--- src/rtl/rpe_prefix_tx_pkg.sv ---
// Shared token definitions for the RPE prefix transmitter and receiver.
package rpe_prefix_tx_pkg;

  localparam int TOK_W = 5;

  localparam logic [1:0] OP_ADD = 2'b00;
  localparam logic [1:0] OP_SUB = 2'b01;
  localparam logic [1:0] OP_MUL = 2'b10;
  localparam logic [1:0] OP_DIV = 2'b11;

  typedef struct packed {
    logic [1:0] rsv;
    logic [1:0] opcode;
  } op_body_t;

  typedef union packed {
    logic [3:0] value;
    op_body_t   op;
  } tok_body_t;

  typedef struct packed {
    logic      is_op;
    tok_body_t body;
  } rpe_tok_t;

  function automatic logic is_operator(input rpe_tok_t tok);
    return tok.is_op;
  endfunction

endpackage

--- src/rtl/rpe_prefix_tx_idx_stack.sv ---
// Index stack with one combined update per cycle: up to two pops, then up to two pushes.
module rpe_idx_stack
  import rpe_prefix_tx_pkg::*;
#(
  parameter int STK_D = 10,
  parameter int IW    = 5,
  parameter int SP_W  = $clog2(STK_D + 1)
) (
  input  logic            clk,
  input  logic            rst_n,
  input  logic            clr,
  input  logic            seed,
  input  logic [IW-1:0]   seed_idx,
  input  logic [1:0]      pop_cnt,
  input  logic [1:0]      push_cnt,
  input  logic [IW-1:0]   push0,
  input  logic [IW-1:0]   push1,
  output logic [IW-1:0]   top,
  output logic [IW-1:0]   second,
  output logic [SP_W-1:0] depth,
  output logic            underflow,
  output logic            overflow
);

  localparam int MEM_D = 1 << SP_W;

  logic [IW-1:0]   mem_r [MEM_D];
  logic [SP_W-1:0] sp_r;
  logic [SP_W-1:0] base_s;
  logic [SP_W-1:0] slot1_s;
  logic [SP_W-1:0] sp_nxt_s;
  logic            wr0_s;
  logic            wr1_s;

  // Pops land first; push1 ends up on top. The pointer saturates at 0 and STK_D.
  always_comb begin
    underflow = 1'b0;
    overflow  = 1'b0;
    if (SP_W'(pop_cnt) > sp_r) begin
      underflow = 1'b1;
      base_s    = '0;
    end else begin
      base_s = sp_r - SP_W'(pop_cnt);
    end
    slot1_s = base_s + SP_W'(1);
    wr0_s   = (push_cnt != 2'd0) && (int'(base_s) < STK_D);
    wr1_s   = (push_cnt == 2'd2) && (int'(base_s) + 1 < STK_D);
    if (int'(base_s) + int'(push_cnt) > STK_D) begin
      overflow = 1'b1;
      sp_nxt_s = SP_W'(STK_D);
    end else begin
      sp_nxt_s = base_s + SP_W'(push_cnt);
    end
  end

  assign top    = (sp_r != '0) ? mem_r[sp_r - SP_W'(1)] : '0;
  assign second = (sp_r > SP_W'(1)) ? mem_r[sp_r - SP_W'(2)] : '0;
  assign depth  = sp_r;

  // Pointer and storage update.
  always_ff @(posedge clk or negedge rst_n) begin
    if (!rst_n) begin
      sp_r <= '0;
      for (int k = 0; k < MEM_D; k++) mem_r[k] <= '0;
    end else if (clr) begin
      sp_r <= '0;
    end else if (seed) begin
      sp_r     <= SP_W'(1);
      mem_r[0] <= seed_idx;
    end else begin
      sp_r <= sp_nxt_s;
      if (wr0_s) mem_r[base_s]  <= push0;
      if (wr1_s) mem_r[slot1_s] <= push1;
    end
  end

endmodule

--- src/rtl/rpe_prefix_tx.sv ---
// Postfix-to-prefix token streamer feeding the prefix receiver's input protocol.
// Optional malformed-expression checking is enabled by defining RPE_TX_CHECK_EN.
module rpe_prefix_tx
  import rpe_prefix_tx_pkg::*;
#(
  parameter int N_TOK = 19,
  parameter int STK_D = (N_TOK + 1) / 2
) (
  input  logic                   clk,
  input  logic                   rst_n,
  input  logic                   in_valid,
  input  logic                   in_opt,
  input  logic [TOK_W*N_TOK-1:0] in_expr,
  output logic                   in_ready,
  output logic                   out_valid,
  output logic                   out_opt,
  output logic [TOK_W-1:0]       out_data,
  output logic                   err
);

  localparam int IW    = $clog2(N_TOK);
  localparam int SP_W  = $clog2(STK_D + 1);
  localparam int ARR_D = 1 << IW;
  localparam logic [IW-1:0] LAST_IDX = IW'(N_TOK - 1);

  localparam logic [1:0] ST_IDLE = 2'd0;
  localparam logic [1:0] ST_SCAN = 2'd1;
  localparam logic [1:0] ST_EMIT = 2'd2;

  logic [1:0]      state_r;
  logic [IW-1:0]   cnt_r;
  rpe_tok_t        tok_r   [ARR_D];
  logic [IW-1:0]   start_r [ARR_D];
  logic            opt_r;
  logic            in_ready_r;
  logic            out_valid_r;
  logic            out_opt_r;
  rpe_tok_t        out_data_r;

  logic            stk_clr_s, stk_seed_s;
  logic [1:0]      stk_pop_s, stk_push_s;
  logic [IW-1:0]   push0_s, push1_s, stk_top_s, stk_second_s;
  logic [SP_W-1:0] stk_depth_s;
  logic            stk_uf_s, stk_of_s;
  rpe_tok_t        cur_tok_s, emit_tok_s;
  logic [IW-1:0]   right_s, left_s;
  logic            scan_fail_s;
  logic            unused_stack_s;

  rpe_idx_stack #(.STK_D(STK_D), .IW(IW), .SP_W(SP_W)) u_stack (
    .clk(clk), .rst_n(rst_n), .clr(stk_clr_s), .seed(stk_seed_s), .seed_idx(LAST_IDX),
    .pop_cnt(stk_pop_s), .push_cnt(stk_push_s), .push0(push0_s), .push1(push1_s),
    .top(stk_top_s), .second(stk_second_s), .depth(stk_depth_s),
    .underflow(stk_uf_s), .overflow(stk_of_s)
  );

  assign unused_stack_s = ^{stk_uf_s, stk_of_s, stk_depth_s};

  assign cur_tok_s  = tok_r[cnt_r];
  assign emit_tok_s = tok_r[stk_top_s];
  assign right_s    = stk_top_s - IW'(1);
  assign left_s     = start_r[right_s] - IW'(1);

  // Stack control: the last SCAN cycle reseeds with the root instead of pushing.
  always_comb begin
    stk_clr_s  = 1'b0;
    stk_seed_s = 1'b0;
    stk_pop_s  = 2'd0;
    stk_push_s = 2'd0;
    push0_s    = '0;
    push1_s    = '0;
    case (state_r)
      ST_IDLE: begin
        if (in_valid) stk_clr_s = 1'b1;
        else          stk_clr_s = 1'b0;
      end
      ST_SCAN: begin
        push0_s = cnt_r;
        if (cnt_r == LAST_IDX) begin
          stk_seed_s = 1'b1;
        end else if (is_operator(cur_tok_s)) begin
          stk_pop_s  = 2'd2;
          stk_push_s = 2'd1;
        end else begin
          stk_push_s = 2'd1;
        end
      end
      ST_EMIT: begin
        stk_pop_s = 2'd1;
        push0_s   = right_s;
        push1_s   = left_s;
        if (is_operator(emit_tok_s)) stk_push_s = 2'd2;
        else                         stk_push_s = 2'd0;
      end
      default: begin
        stk_clr_s = 1'b1;
      end
    endcase
  end

`ifdef RPE_TX_CHECK_EN
  logic            scan_bad_r, err_r, scan_uf_s;
  logic [SP_W:0]   final_depth_s;

  // Malformed detection: operator with <2 entries, or final depth other than one.
  always_comb begin
    scan_uf_s = is_operator(cur_tok_s) && (stk_depth_s < SP_W'(2));
    if (is_operator(cur_tok_s)) final_depth_s = {1'b0, stk_depth_s} - (SP_W+1)'(1);
    else                        final_depth_s = {1'b0, stk_depth_s} + (SP_W+1)'(1);
    scan_fail_s = (state_r == ST_SCAN) && (cnt_r == LAST_IDX) &&
                  (scan_bad_r || scan_uf_s || (final_depth_s != (SP_W+1)'(1)));
  end

  // Error accumulation and the one-cycle err pulse.
  always_ff @(posedge clk or negedge rst_n) begin
    if (!rst_n) begin
      scan_bad_r <= 1'b0;
      err_r      <= 1'b0;
    end else begin
      err_r <= scan_fail_s;
      if (state_r == ST_SCAN) scan_bad_r <= scan_bad_r | scan_uf_s;
      else                    scan_bad_r <= 1'b0;
    end
  end

  assign err = err_r;
`else
  assign scan_fail_s = 1'b0;
  assign err         = 1'b0;
`endif

  // Main sequencer: accept, index scan, prefix emission.
  always_ff @(posedge clk or negedge rst_n) begin
    if (!rst_n) begin
      state_r     <= ST_IDLE;
      cnt_r       <= '0;
      opt_r       <= 1'b0;
      in_ready_r  <= 1'b1;
      out_valid_r <= 1'b0;
      out_opt_r   <= 1'b0;
      out_data_r  <= '0;
      for (int k = 0; k < ARR_D; k++) begin
        tok_r[k]   <= '0;
        start_r[k] <= '0;
      end
    end else begin
      out_valid_r <= 1'b0;
      out_opt_r   <= 1'b0;
      out_data_r  <= '0;
      case (state_r)
        ST_IDLE: begin
          if (in_valid) begin
            for (int k = 0; k < N_TOK; k++)
              tok_r[k] <= in_expr[TOK_W*(N_TOK-1-k) +: TOK_W];
            opt_r      <= in_opt;
            cnt_r      <= '0;
            in_ready_r <= 1'b0;
            state_r    <= ST_SCAN;
          end
        end
        ST_SCAN: begin
          start_r[cnt_r] <= is_operator(cur_tok_s) ? start_r[stk_second_s] : cnt_r;
          if (cnt_r == LAST_IDX) begin
            cnt_r <= '0;
            if (scan_fail_s) begin
              in_ready_r <= 1'b1;
              state_r    <= ST_IDLE;
            end else begin
              state_r <= ST_EMIT;
            end
          end else begin
            cnt_r <= cnt_r + IW'(1);
          end
        end
        ST_EMIT: begin
          out_valid_r <= 1'b1;
          out_data_r  <= emit_tok_s;
          out_opt_r   <= (cnt_r == '0) ? opt_r : 1'b0;
          if (cnt_r == LAST_IDX) begin
            cnt_r      <= '0;
            in_ready_r <= 1'b1;
            state_r    <= ST_IDLE;
          end else begin
            cnt_r <= cnt_r + IW'(1);
          end
        end
        default: begin
          cnt_r      <= '0;
          in_ready_r <= 1'b1;
          state_r    <= ST_IDLE;
        end
      endcase
    end
  end

  assign in_ready  = in_ready_r;
  assign out_valid = out_valid_r;
  assign out_opt   = out_opt_r;
  assign out_data  = out_data_r;

endmodule

--- config.mk ---
export PLATFORM = sky130hd
export DESIGN_NAME = rpe_prefix_tx
export DESIGN_NICKNAME = d
export VERILOG_FILES = /design/src/rtl/rpe_prefix_tx_pkg.sv /design/src/rtl/rpe_prefix_tx_idx_stack.sv /design/src/rtl/rpe_prefix_tx.sv
export SDC_FILE = /design/constraint.sdc
export NUM_CORES = 1
export LEC_CHECK = 0
export CAP_MARGIN = 0
export CORE_MARGIN = 2
export CORE_UTILIZATION = 40
export CTS_CLUSTER_SIZE = 30
export DETAILED_ROUTE_END_ITERATION = 8
export SLEW_MARGIN = 30
export SYNTH_ARGS = -nofsm -noshare
export SYNTH_HDL_FRONTEND = slang
export SYNTH_HIERARCHICAL = 1
export SYNTH_SLANG_ARGS = --single-unit
--- constraint.sdc ---
create_clock -name clk -period 10.15 [get_ports clk]
set_input_delay 2.03 -clock clk [delete_from_list [all_inputs] [get_ports clk]]
set_output_delay 2.03 -clock clk [all_outputs]
set_load 0.005 [all_outputs]
# Yosys cells after proc, flatten, opt, wreduce, memory -nomap -nowiden
# Cells that the tools add are included.
[totals] ff_bits=355 elab_cells=218 out_inout_bits=9 in_bits=99
[op_classes] n_eq_ne=7 n_reduce_logical=14 bitwise_logic=11 n_lt_le_gt_ge=16 muxes=65 addsub=10
[ops] cell="2-to-1 mux 80 bit" n=4
[ops] cell="bitwise mux 160 bit" n=1
[ops] cell="bitwise mux 80 bit" n=2
[ops] cell="2-to-1 mux 5 bit" n=23
[ops] cell="binary-select mux 5 bit (select 5 bit)" n=4
[ops] cell="binary-select mux 5 bit (select 4 bit)" n=2
[ops] cell="demux 5 bit (select 4 bit)" n=2
[ops] cell="> comparator 32 x 5 -> 1 bit (second input constant)" n=1
[ops] cell="< comparator 32 x 5 -> 1 bit (second input constant)" n=1
[ops] cell="demux 5 bit (select 5 bit)" n=1
[ops] cell="greater-or-equal comparator 6 bit (second input constant)" n=4
[ops] cell="inverter 5 -> 6 bit" n=4
[ops] cell="greater-or-equal comparator 5 bit (second input constant)" n=4
[ops] cell="inverter 4 -> 5 bit" n=4
[ops] cell="case mux 5 bit (2 select lines)" n=2
[ops] cell="2-to-1 mux 4 bit" n=4
[ops] cell="2-to-1 mux 2 bit" n=6
[ops] cell="< comparator 5 x 1 -> 1 bit (second input constant)" n=2
[ops] cell="subtractor 5 x 1 -> 5 bit (second input constant)" n=2
[ops] cell="2-to-1 mux 1 bit" n=9
[ops] cell="case mux 2 bit (2 select lines)" n=2
[ops] cell="< comparator 6 x 1 -> 1 bit (second input constant)" n=1
[ops] cell="!= test 2 bit (second input constant)" n=3
[ops] cell="case mux 2 bit (3 select lines)" n=1
[ops] cell="other kinds (25)" n=34

# Longest topological paths before layout
# Gate-level depths: netlist of the first run.
[logic_depth] depth_word=21 mapped_depth=29 depth_no_buf=20

# Hierarchy
# The synthesis of the first run kept the hierarchy.
[by_module_without_submodules] mod="rpe_prefix_tx" area_per_inst_um2=14121.0 seq_area_each_um2=6782.8 cells_per_inst=1111 n_inst=1
[by_module_without_submodules] mod="rpe_idx_stack" area_per_inst_um2=5731.7 seq_area_each_um2=2102.0 cells_per_inst=548 n_inst=1

# Least setup slack after synthesis of the first run
# Ideal clock, no wire load.
[synth_path] kind="register to register" startpoint="register u_stack.sp_r[0] (netlist: u_stack/depth[0])" endpoint="register u_stack/mem_r[79] in the netlist's numbering" stages_incl_launch_ff=30 period_less_slack_ps=6568 arrival_ps=6429 setup_time_ps=139 setup_slack_ps=3582 required_ps=10011 path_buffers=11 cell_sequence="dfrtp_1 -> buf_2 -> buf_2 -> clkbuf_1 -> inv_1 -> ha_1 -> buf_2 -> clkbuf_1 -> mux4_2 -> nor2b_1 -> a211oi_1 -> a221oi_1 -> buf_1 -> clkbuf_1 -> inv_1 -> ha_1 -> buf_2 -> buf_2 -> buf_2 -> mux4_2 -> mux2i_1 -> o21ai_0 -> nand4_1 -> ha_1 -> a31o_2 -> a21oi_1 -> clkbuf_1 -> and4_1 -> a221oi_1 -> o22ai_1"
[synth_via] elab_cells_between_ends=51 classes_between="6 x add/sub; 7 x order compare; 1 x eq/ne; 26 x mux; 5 x bitwise; 6 x reduce/logical"
[synth_rtl] element="start, declared" line="rpe_prefix_tx_idx_stack.sv:28" source="logic [SP_W-1:0] sp_r;"
[synth_rtl] element="start signal, assigned" line="rpe_prefix_tx_idx_stack.sv:71" source="sp_r <= sp_nxt_s;"
[synth_rtl] element="subtractor 4 x 1 -> 4 bit" line="rpe_prefix_tx_idx_stack.sv:56" source="assign top = (sp_r != '0) ? mem_r[sp_r - SP_W'(1)] : '0;"
[synth_rtl] element="inverter 4 -> 5 bit (implied by the code)" line="rpe_prefix_tx_idx_stack.sv:56"
[synth_rtl] element="binary-select mux 5 bit (select 4 bit)" line="rpe_prefix_tx_idx_stack.sv:56"
[synth_rtl] element="2-to-1 mux 5 bit (implied by the code) (2 in series)" line="rpe_prefix_tx_idx_stack.sv:56"
[synth_rtl] element="2-to-1 mux 5 bit *" line="rpe_prefix_tx_idx_stack.sv:56"
[synth_rtl] element="via stk_top_s[1]" line="rpe_prefix_tx.sv:42" source="logic [IW-1:0] push0_s, push1_s, stk_top_s, stk_second_s;"
[synth_rtl] element="subtractor 5 x 1 -> 5 bit *" line="rpe_prefix_tx.sv:61" source="assign right_s = stk_top_s - IW'(1);"
[synth_rtl] element="inverter 5 -> 6 bit (implied by the code) *" line="rpe_prefix_tx.sv:62" source="assign left_s = start_r[right_s] - IW'(1);"
[synth_rtl] element="binary-select mux 5 bit (select 5 bit) *" line="rpe_prefix_tx.sv:62"
[synth_rtl] element="2-to-1 mux 5 bit (implied by the code) * (2 in series)" line="rpe_prefix_tx.sv:62"
[synth_rtl] element="subtractor 5 x 1 -> 5 bit *" line="rpe_prefix_tx.sv:62"
[synth_rtl] element="2-to-1 mux 5 bit *" line="rpe_prefix_tx.sv:72" source="case (state_r)"
[synth_rtl] element="via push1_s[4]" line="rpe_prefix_tx.sv:42"
[synth_rtl] element="bitwise mux 80 bit *" line="rpe_prefix_tx_idx_stack.sv:73" source="if (wr1_s) mem_r[slot1_s] <= push1;"
[synth_rtl] element="2-to-1 mux 80 bit *" line="rpe_prefix_tx_idx_stack.sv:73"
[synth_rtl] element="2-to-1 mux 5 bit *" line="rpe_prefix_tx_idx_stack.sv:67" source="end else if (seed) begin"
[synth_rtl] element="end signal, assigned by index" line="rpe_prefix_tx_idx_stack.sv:72" source="if (wr0_s) mem_r[base_s] <= push0;"
[synth_rtl] element="end signal, assigned by index" line="rpe_prefix_tx_idx_stack.sv:73"
[synth_rtl] element="end, declared" line="rpe_prefix_tx_idx_stack.sv:27" source="logic [IW-1:0] mem_r [MEM_D];"
# The timed path passes the listed nets; every way through them passes the cells marked *. The select of a mux whose other input is x is not followed.
# A chain may end at the register's enable or synchronous reset.

# Worst setup path in the final report of the first run
[layout_path] startpoint="register u_stack.sp_r[1] (netlist: u_stack/depth[1])" endpoint="register u_stack/mem_r[76] in the netlist's numbering"
[layout_via] elab_chain_len=20 elab_cells_between_ends=51 classes_between="6 x add/sub; 7 x order compare; 1 x eq/ne; 26 x mux; 5 x bitwise; 6 x reduce/logical"
[layout_rtl] element="subtractor 4 x 1 -> 4 bit" line="rpe_prefix_tx_idx_stack.sv:56"
[layout_rtl] element="inverter 4 -> 5 bit (implied by the code)" line="rpe_prefix_tx_idx_stack.sv:56"
[layout_rtl] element="binary-select mux 5 bit (select 4 bit)" line="rpe_prefix_tx_idx_stack.sv:56"
[layout_rtl] element="2-to-1 mux 5 bit (implied by the code) (2 in series)" line="rpe_prefix_tx_idx_stack.sv:56"
[layout_rtl] element="2-to-1 mux 5 bit *" line="rpe_prefix_tx_idx_stack.sv:56"
[layout_rtl] element="via stk_top_s[0]" line="rpe_prefix_tx.sv:42"
[layout_rtl] element="inverter 5 -> 6 bit (implied by the code) *" line="rpe_prefix_tx.sv:60" source="assign emit_tok_s = tok_r[stk_top_s];"
[layout_rtl] element="binary-select mux 5 bit (select 5 bit) *" line="rpe_prefix_tx.sv:60"
[layout_rtl] element="[... 4 more ...]"
[layout_rtl] element="via stk_push_s[1]" line="rpe_prefix_tx.sv:41" source="logic [1:0] stk_pop_s, stk_push_s;"
[layout_rtl] element="nonzero test 2 bit" line="rpe_prefix_tx_idx_stack.sv:46" source="wr0_s = (push_cnt != 2'd0) && (int'(base_s) < STK_D);"
[layout_rtl] element="logical AND 1 bit" line="rpe_prefix_tx_idx_stack.sv:46"
[layout_rtl] element="2-to-1 mux 80 bit" line="rpe_prefix_tx_idx_stack.sv:72"
[layout_rtl] element="2-to-1 mux 80 bit" line="rpe_prefix_tx_idx_stack.sv:67"
[layout_rtl] element="2-to-1 mux 80 bit" line="rpe_prefix_tx_idx_stack.sv:65" source="end else if (clr) begin"
[layout_rtl] element="bitwise mux 80 bit" line="rpe_prefix_tx_idx_stack.sv:73"
[layout_rtl] element="2-to-1 mux 80 bit *" line="rpe_prefix_tx_idx_stack.sv:73"
[layout_rtl] element="2-to-1 mux 5 bit *" line="rpe_prefix_tx_idx_stack.sv:67"
# Marks and branches as above.

==> reports/metrics.yaml, run 1 <==
yosys:
  synth.distinct_cells: 75
  synth_cells: 1659
  synth-seq-cells: 355
  async_reset_ff_share_pct: 100.0
  synthMuxAreaShare_pct: 26.72
  synthAdderAreaFrac_pct: 1.840
  syn-mean-instance-area_um2: 11.97
  synth_compound_area_share_pct: 11.00
  synth_top_family_by_area: "multiplexers"
  yosysWarnings: 136
  synth_edf_count: 0
  synth_xor_xnor_area_share_pct: 0.4412
  netlist_area_um2: 19850
  yosysSeqAreaShare_pct: 44.75
  ys.flop_type: "dfrtp_1"
  yosys.area_share.simple_pct: 11.38
route:
  vias_per_cell: 5.929
  drc: 0
  drt_iter0_drc: 1247
  wl_um: 55250
  final_antenna_net_count: 0
  route.vias.total: 14280
  first_pass_iters: 5
  drt-wirelength-per-cell_um: 22.94
timing:
  timing.fmax_mhz: 149.2
  worstMarginPinSlew_ps: 958.2
  finalHoldViolCount: 0
  setup_viol: 0
  finalSetupTns_ps: 0
  slew_headroom_pct: 35.99
  min_period_ps: 6702
  finalMaxSlewViolations: 0
  grt_setup_unrepaired: "false"
  skew_ps: 22.11
  fin_crit_sh_pct: 66.03
  timing.final.ws_setup_ps: 3448
power_and_ir_drop:
  power_density_nw_per_um2: 293.6
  power_leakage_nw: 9.742
  peakVddDrop_mv: 0.1972
  power_mw: 6.771
floorplan:
  io_pins: 108
  die-area_um2: 51430
  die_w_um: 226.8
  fp.coreArea_um2: 48950
  die_h_um: 226.8
  fp-row-count: 81
  start_util_pct: 40.56
clocking:
  cts.sinks: 355
  cts_setup_buffers: 0
  clockBufferDepth: 3
  cts_root_buf: "clkbuf_16"
  cts_resized: 0
  numCtsBuffers: 42
  cts_hold_buffers: 0
  cts-htree-levels: 2
  clk_latency_ps: 580
  cts_tree: "done"
  clk_pin_slew_ps: 60
run:
  maxCapViolations: 0
worst_setup_path:
  worst-setup-path-type: "register to register"
  crit_path_start_kind: "register"
  worstSetupStartpoint: "u_stack/depth[1]"
  end_kind: "register"
  critPathMaxFanout: 43
  cp.arrival_ps: 7140
  required_ps: 10590
  timing.rr.start: "u_stack/depth[1]"
global_routing:
  grt_pass1_wl_um: 87620
  grt_pass1_vias: 14560
  grt_overflow: 0
  antenna_found_initial: 0
  track_usage_pct: 22.28
  grt_max_degree: 168
place:
  io_buffers: 106
  pre_cts_slack_ps: 2799
  gp_congestion: 0.9022
  dp_hpwl_um: 38970
worst_hold_path:
  hold_class: "register to register"
  min-delay-start: "u_stack/mem_r[0]"
cells_and_area:
  final_nets: 1840
  diodes: 0
  drive_gt1_share_pct: 27.06
  area_growth_pct: 16.18
  fillers: 4360
outcome:
  status: "completed"
-- cell usage after synthesis (all sizes together), types with 9 or more instances --
cell,n,share of area (%)
a211oi,15,0.59
a21oi,73,1.9
a221oi,19,0.93
a31oi,10,0.35
a32oi,11,0.49
and2,14,0.45
and4,9,0.40
buf,61,1.8
clkbuf,67,1.3
dfrtp,354,45
ha,26,1.6
inv,41,0.78
mux2,122,6.9
mux2i,44,2.2
mux4,155,18
nand2,139,2.7
nand3,31,0.78
nor2,136,2.7
nor2b,31,0.98
nor3,20,0.56
o211a,17,0.86
o21ai,67,1.7
o22ai,19,0.60
o31ai,22,1.3
or2,30,0.95
or3,19,0.60
-- power by group --
| group | total [mW] | internal, mW | switching, mW |
|---|---|---|---|
| Sequential | 1.99 | 1.73 | 0.258 |
| Clock | 1.63 | 1.01 | 0.625 |
| Combinational | 3.15 | 1.35 | 1.80 |
| Total | 6.77 | 4.09 | 2.68 |
-- cells by family after synthesis --
logic type | after synthesis
adders and majority gates | 28
DFF | 355
and+or+nand+nor | 466
AOI/OAI and AO/OA | 307
buffers and inverters | 170
other | 2
xor gates and xnor gates | 10
muxes | 321
-- placed cells by master (no fill, tap or decap), types with 43 or more instances in the layout --
master,n
o21ai_0,60
nor2_1,132
mux2_2,122
clkdlybuf4s50_1,105
mux4_2,155
nand2_1,136
a21oi_1,71
clkbuf_16,43
mux2i_1,44
dfrtp_1,353
-- cell type report --
class | instances | area (um2) | area share, %
Multi-Input combinational cell | 1138 | 10370 | 44.97
Sequential cell | 355 | 8886 | 38.53
Timing Repair Buffer | 134 | 1329 | 5.761
Clock buffer | 57 | 1199 | 5.197
Tap cell | 664 | 830.8 | 3.602
Clock inverter | 18 | 290.3 | 1.259
Inverter | 42 | 157.7 | 0.6835
-- sequential cells by signal, summed over array words and instances (netlist names) --
register / count
tok_r: 95
in_ready: 1
cnt_r: 5
u_stack/mem_r: 80
state_r: 2
opt_r: 1
out_valid: 1
out_data: 5
start_r: 160
u_stack/depth: 4
out_opt: 1
-- critical path, stage by stage, from the launching register on --
cell and delay [ps]:
dfrtp_1 590, inv_1 200, ha_2 750, mux4_2 580
a211oi_1 380, a221oi_4 50, buf_4 270, buf_4 370
mux4_2 460, mux4_2 280, o2bb2ai_1 160, and3_1 350
nor2b_1 230, o21ai_1 130, a221oi_4 330, a21boi_4 610
a211oi_1 270, a221oi_1 320, o22ai_1 150
-- per-layer routing --
metal  track usage, %  share of wire (%)
met1            30.17                 42
met3            5.119                7.7
met2            35.36                 47
met5                0                  0
met4            7.513                2.9
-- final timing paths --
check / end / slack [ps] / cells after the start
setup / recovery: u_stack/mem_r[76] / 3450 / 18
hold / removal: u_stack/mem_r[0] / 390 / 0
setup reg to reg: u_stack/mem_r[76] / 3450 / 18
hold reg to reg: u_stack/mem_r[0] / 390 / 0
max in group asynchronous: u_stack/depth[0] / 7500 / 3
min in group asynchronous: start_r[127] / 1350 / 1
-- metrics by stage --
stage / cell area [um2] / hold WS, ps / util [%] / instances
2_1_floorplan: 19870 / 440.5 / - / 1663
3_3_place_gp: 21470 / 384.3 / 43.86 / 2331
3_5_place_dp: 21500 / 383.3 / 43.91 / 2331
4_1_cts: 22980 / 396.7 / 46.95 / 2406
5_1_grt: 23060 / 410.3 / 47.12 / 2408
6_report: 23060 / 394.5 / 47.12 / 2408
No activity file was read; power rests on OpenSTA's default activity.
==> inputs of run 2 (changes only) <==
==> constraint.sdc (replaced) <==
create_clock -name clk -period 5.85 [get_ports clk]
set_input_delay 1.17 -clock clk [delete_from_list [all_inputs] [get_ports clk]]
set_output_delay 1.17 -clock clk [all_outputs]
set_load 0.005 [all_outputs]
==> run 2 against run 1 <==
Worst hold slack got worse by 3.8 ps. Global-route usage rose by 0.64 points. Largest cell class unchanged. Via count rose by 0.85%. Final area rose by 0.68%. Utilization rose by 0.32 points. Die area did not move. Wire length rose by 3.1%. Count of clock-buffer cells in the layout rose by 3. Final cell count rose by 1.3%. Sequential power rose by 72%. Critical path depth fell by 1. Worst setup slack got worse by 3100 ps.
==> reports/metrics.yaml, run 2 (same netlist as run 1, synthesis figures left out) <==
clocking:
  numCtsBuffers: 41
  cts_tree: "done"
  cts-htree-levels: 2
  clockBufferDepth: 3
  clk_pin_slew_ps: 60
  clk_latency_ps: 570
  cts.sinks: 355
  cts_setup_buffers: 0
  cts_root_buf: "clkbuf_16"
  cts_resized: 0
  cts_hold_buffers: 0
power_and_ir_drop:
  pwr-share-seq_pct: 29.4
  clkPwrFrac_pct: 23.1
  power_density_nw_per_um2: 503.7
  p_comb_share_pct: 47.6
  peakVddDrop_mv: 0.2692
  internal_power_mw: 7.067
  netSwitchingFraction_pct: 39.57
  power_leakage_nw: 9.870
  power_switching_mw: 4.628
worst_setup_path:
  r2r_cells: 17
  crit_path_start_kind: "register"
  worst-setup-path-type: "register to register"
  timing.rr.start: "cnt_r[1]"
  required_ps: 6320
  cp_cell_sequence: "mux4_2 -> a22o_1 -> a221o_2 -> nor2_8 -> nor2b_1 -> inv_1 -> fa_1 -> nand2b_1 -> inv_1 -> ha_1 -> or3_1 -> a221oi_4 -> a21boi_4 -> buf_4 -> nand2_2 -> a21oi_2 -> a2bb2oi_1"
  critPathMaxFanout: 15
  rrSetupSlack_ps: 340
  critical_path.most_common_cell: "inv_1"
  end_kind: "register"
  crit_path_top_delay_cell: "dfrtp_1"
  reg2reg_to: "u_stack/mem_r[62]"
  cp.arrival_ps: 5990
  cpPeakStageDelay_ps: 670
route:
  vias_per_cell: 5.901
  route.vias.total: 14400
  drc: 0
  drt-wirelength-per-cell_um: 23.34
  drt_iter0_drc: 1396
  final_antenna_net_count: 0
  first_pass_iters: 6
  wl_um: 56960
global_routing:
  grt_max_degree: 126
  track_usage_pct: 22.92
  grt_overflow: 0
  antenna_found_initial: 1
  grt_pass1_vias: 14630
  grt_pass1_wl_um: 89150
floorplan:
  fp-row-count: 81
  start_util_pct: 40.56
  die_h_um: 226.8
  io_pins: 108
  die_w_um: 226.8
  die-area_um2: 51430
  fp.coreArea_um2: 48950
cells_and_area:
  fin_util_pct: 47.44
  area_growth_pct: 16.97
  drive_gt1_share_pct: 27.83
  largest_register_ffs: 160
  final_common_cell: "dfrtp_1"
  instances_no_fill: 2440
  final_nets: 1871
  regMostFlops: "start_r"
  final_cell_area_um2: 23220
  final_cell_mix: "dfrtp_1 (353), mux4_2 (155), nand2_1 (136)"
  top_regs: "start_r x160, tok_r x95, u_stack/mem_r x80"
worst_hold_path:
  whs_path_depth: 0
  worstHoldEndpoint: "u_stack/mem_r[16]"
  hold_class: "register to register"
  min-delay-start: "u_stack/mem_r[16]"
timing:
  timing.fmax_mhz: 181.4
  finalSetupTns_ps: 0
  min_period_ps: 5512
  skew_ps: 27.11
  grt_setup_unrepaired: "false"
  setup_viol: 0
  worstMarginPinSlew_ps: 1031
  finalMaxSlewViolations: 0
  slew_headroom_pct: 31.10
  finalHoldViolCount: 0
  timing.final.ws_setup_ps: 337.7
  fin_crit_sh_pct: 94.23
place:
  dp_hpwl_um: 41070
  pre_cts_slack_ps: 330.5
  gp_congestion: 0.9199
  placed_area_um2: 21770
  io_buffers: 106
  placedCellCount: 2364
run:
  maxCapViolations: 0
outcome:
  status: "completed"
==> run 2: cell types whose count changed in the layout (fill, tap and decap cells not counted), sizes merged <==
cell    delta
buf       +32
bufinv     -3
clkbuf     +3
inv        -3
clkinv     +2
diode      +1
==> run 2: stage by stage <==
| stage | hold slack [ps] | power, mW |
|---|---|---|
| CTS | 396.6 | 11.73 |
| floorplan | 440.5 | 7.317 |
| global placement | 381.4 | 8.886 |
| global route | 408.3 | 12.32 |
| detailed placement | 382.6 | 8.995 |
| finish | 390.7 | 11.70 |
==> run 2: critical path: cells and delay by family (launching register included) <==
kind	cells	cell delay [ps]
fa+ha+maj	2	760
buf+inv	3	530
mux	1	400
compound gates	6	1920
flops	1	670
simple gates	5	1130
==> run 2: layout make-up <==
type	instances	area, um2
Timing Repair Buffer	166	1603
Clock buffer	60	1229
Inverter	42	157.7
Fill cell	4372	25730
Tap cell	664	830.8
Antenna cell	1	2.502
Multi-Input combinational cell	1138	10330
Sequential cell	355	8886
Clock inverter	14	183.9
==> run 2: power groups by stage <==
stage	Clock [mW]	Sequential, mW	Combinational, mW
3_3_place_gp	0	3.43	5.45
2_1_floorplan	0	3.26	4.05
6_report	2.70	3.43	5.56
5_1_grt	2.87	3.50	5.96
4_1_cts	2.76	3.42	5.54
3_5_place_dp	0	3.47	5.53
==> run 2: how the worst max path moves through the flow <==
stage / startpoint / end / slack [ps] / depth (start not counted)
3_5_place_dp: cnt_r[1] / u_stack/mem_r[60] / 330 / 17
4_1_cts: cnt_r[1] / u_stack/mem_r[60] / 300 / 17
3_3_place_gp: cnt_r[1] / u_stack/mem_r[63] / 510 / 17
6_report: cnt_r[1] / u_stack/mem_r[62] / 340 / 17
2_1_floorplan: u_stack/depth[0] / u_stack/mem_r[79] / 20 / 28
5_1_grt: cnt_r[3] / u_stack/mem_r[60] / 20 / 18
==> run 2: layer usage <==
metal  track usage [%]  share of wire, %  vias to the layer above
met1             31.14                42                     7324
li1                  -                 -                     6353
met2             36.16                47                      638
met5                 0             0.023                        -
met3             6.311               8.9                       82
met4             6.197               2.3                        2
==> inputs of run 3 (changes only) <==
--- a/config.mk
+++ b/config.mk
@@ -10,6 +10,7 @@
 export CORE_UTILIZATION = 40
 export CTS_CLUSTER_SIZE = 30
 export DETAILED_ROUTE_END_ITERATION = 8
+export SKIP_CTS_REPAIR_TIMING = 1
 export SLEW_MARGIN = 30
 export SYNTH_ARGS = -nofsm -noshare
 export SYNTH_HDL_FRONTEND = slang
==> results of run 3 <==
The final DEF is identical to that of run 2; final timing and power are the same.
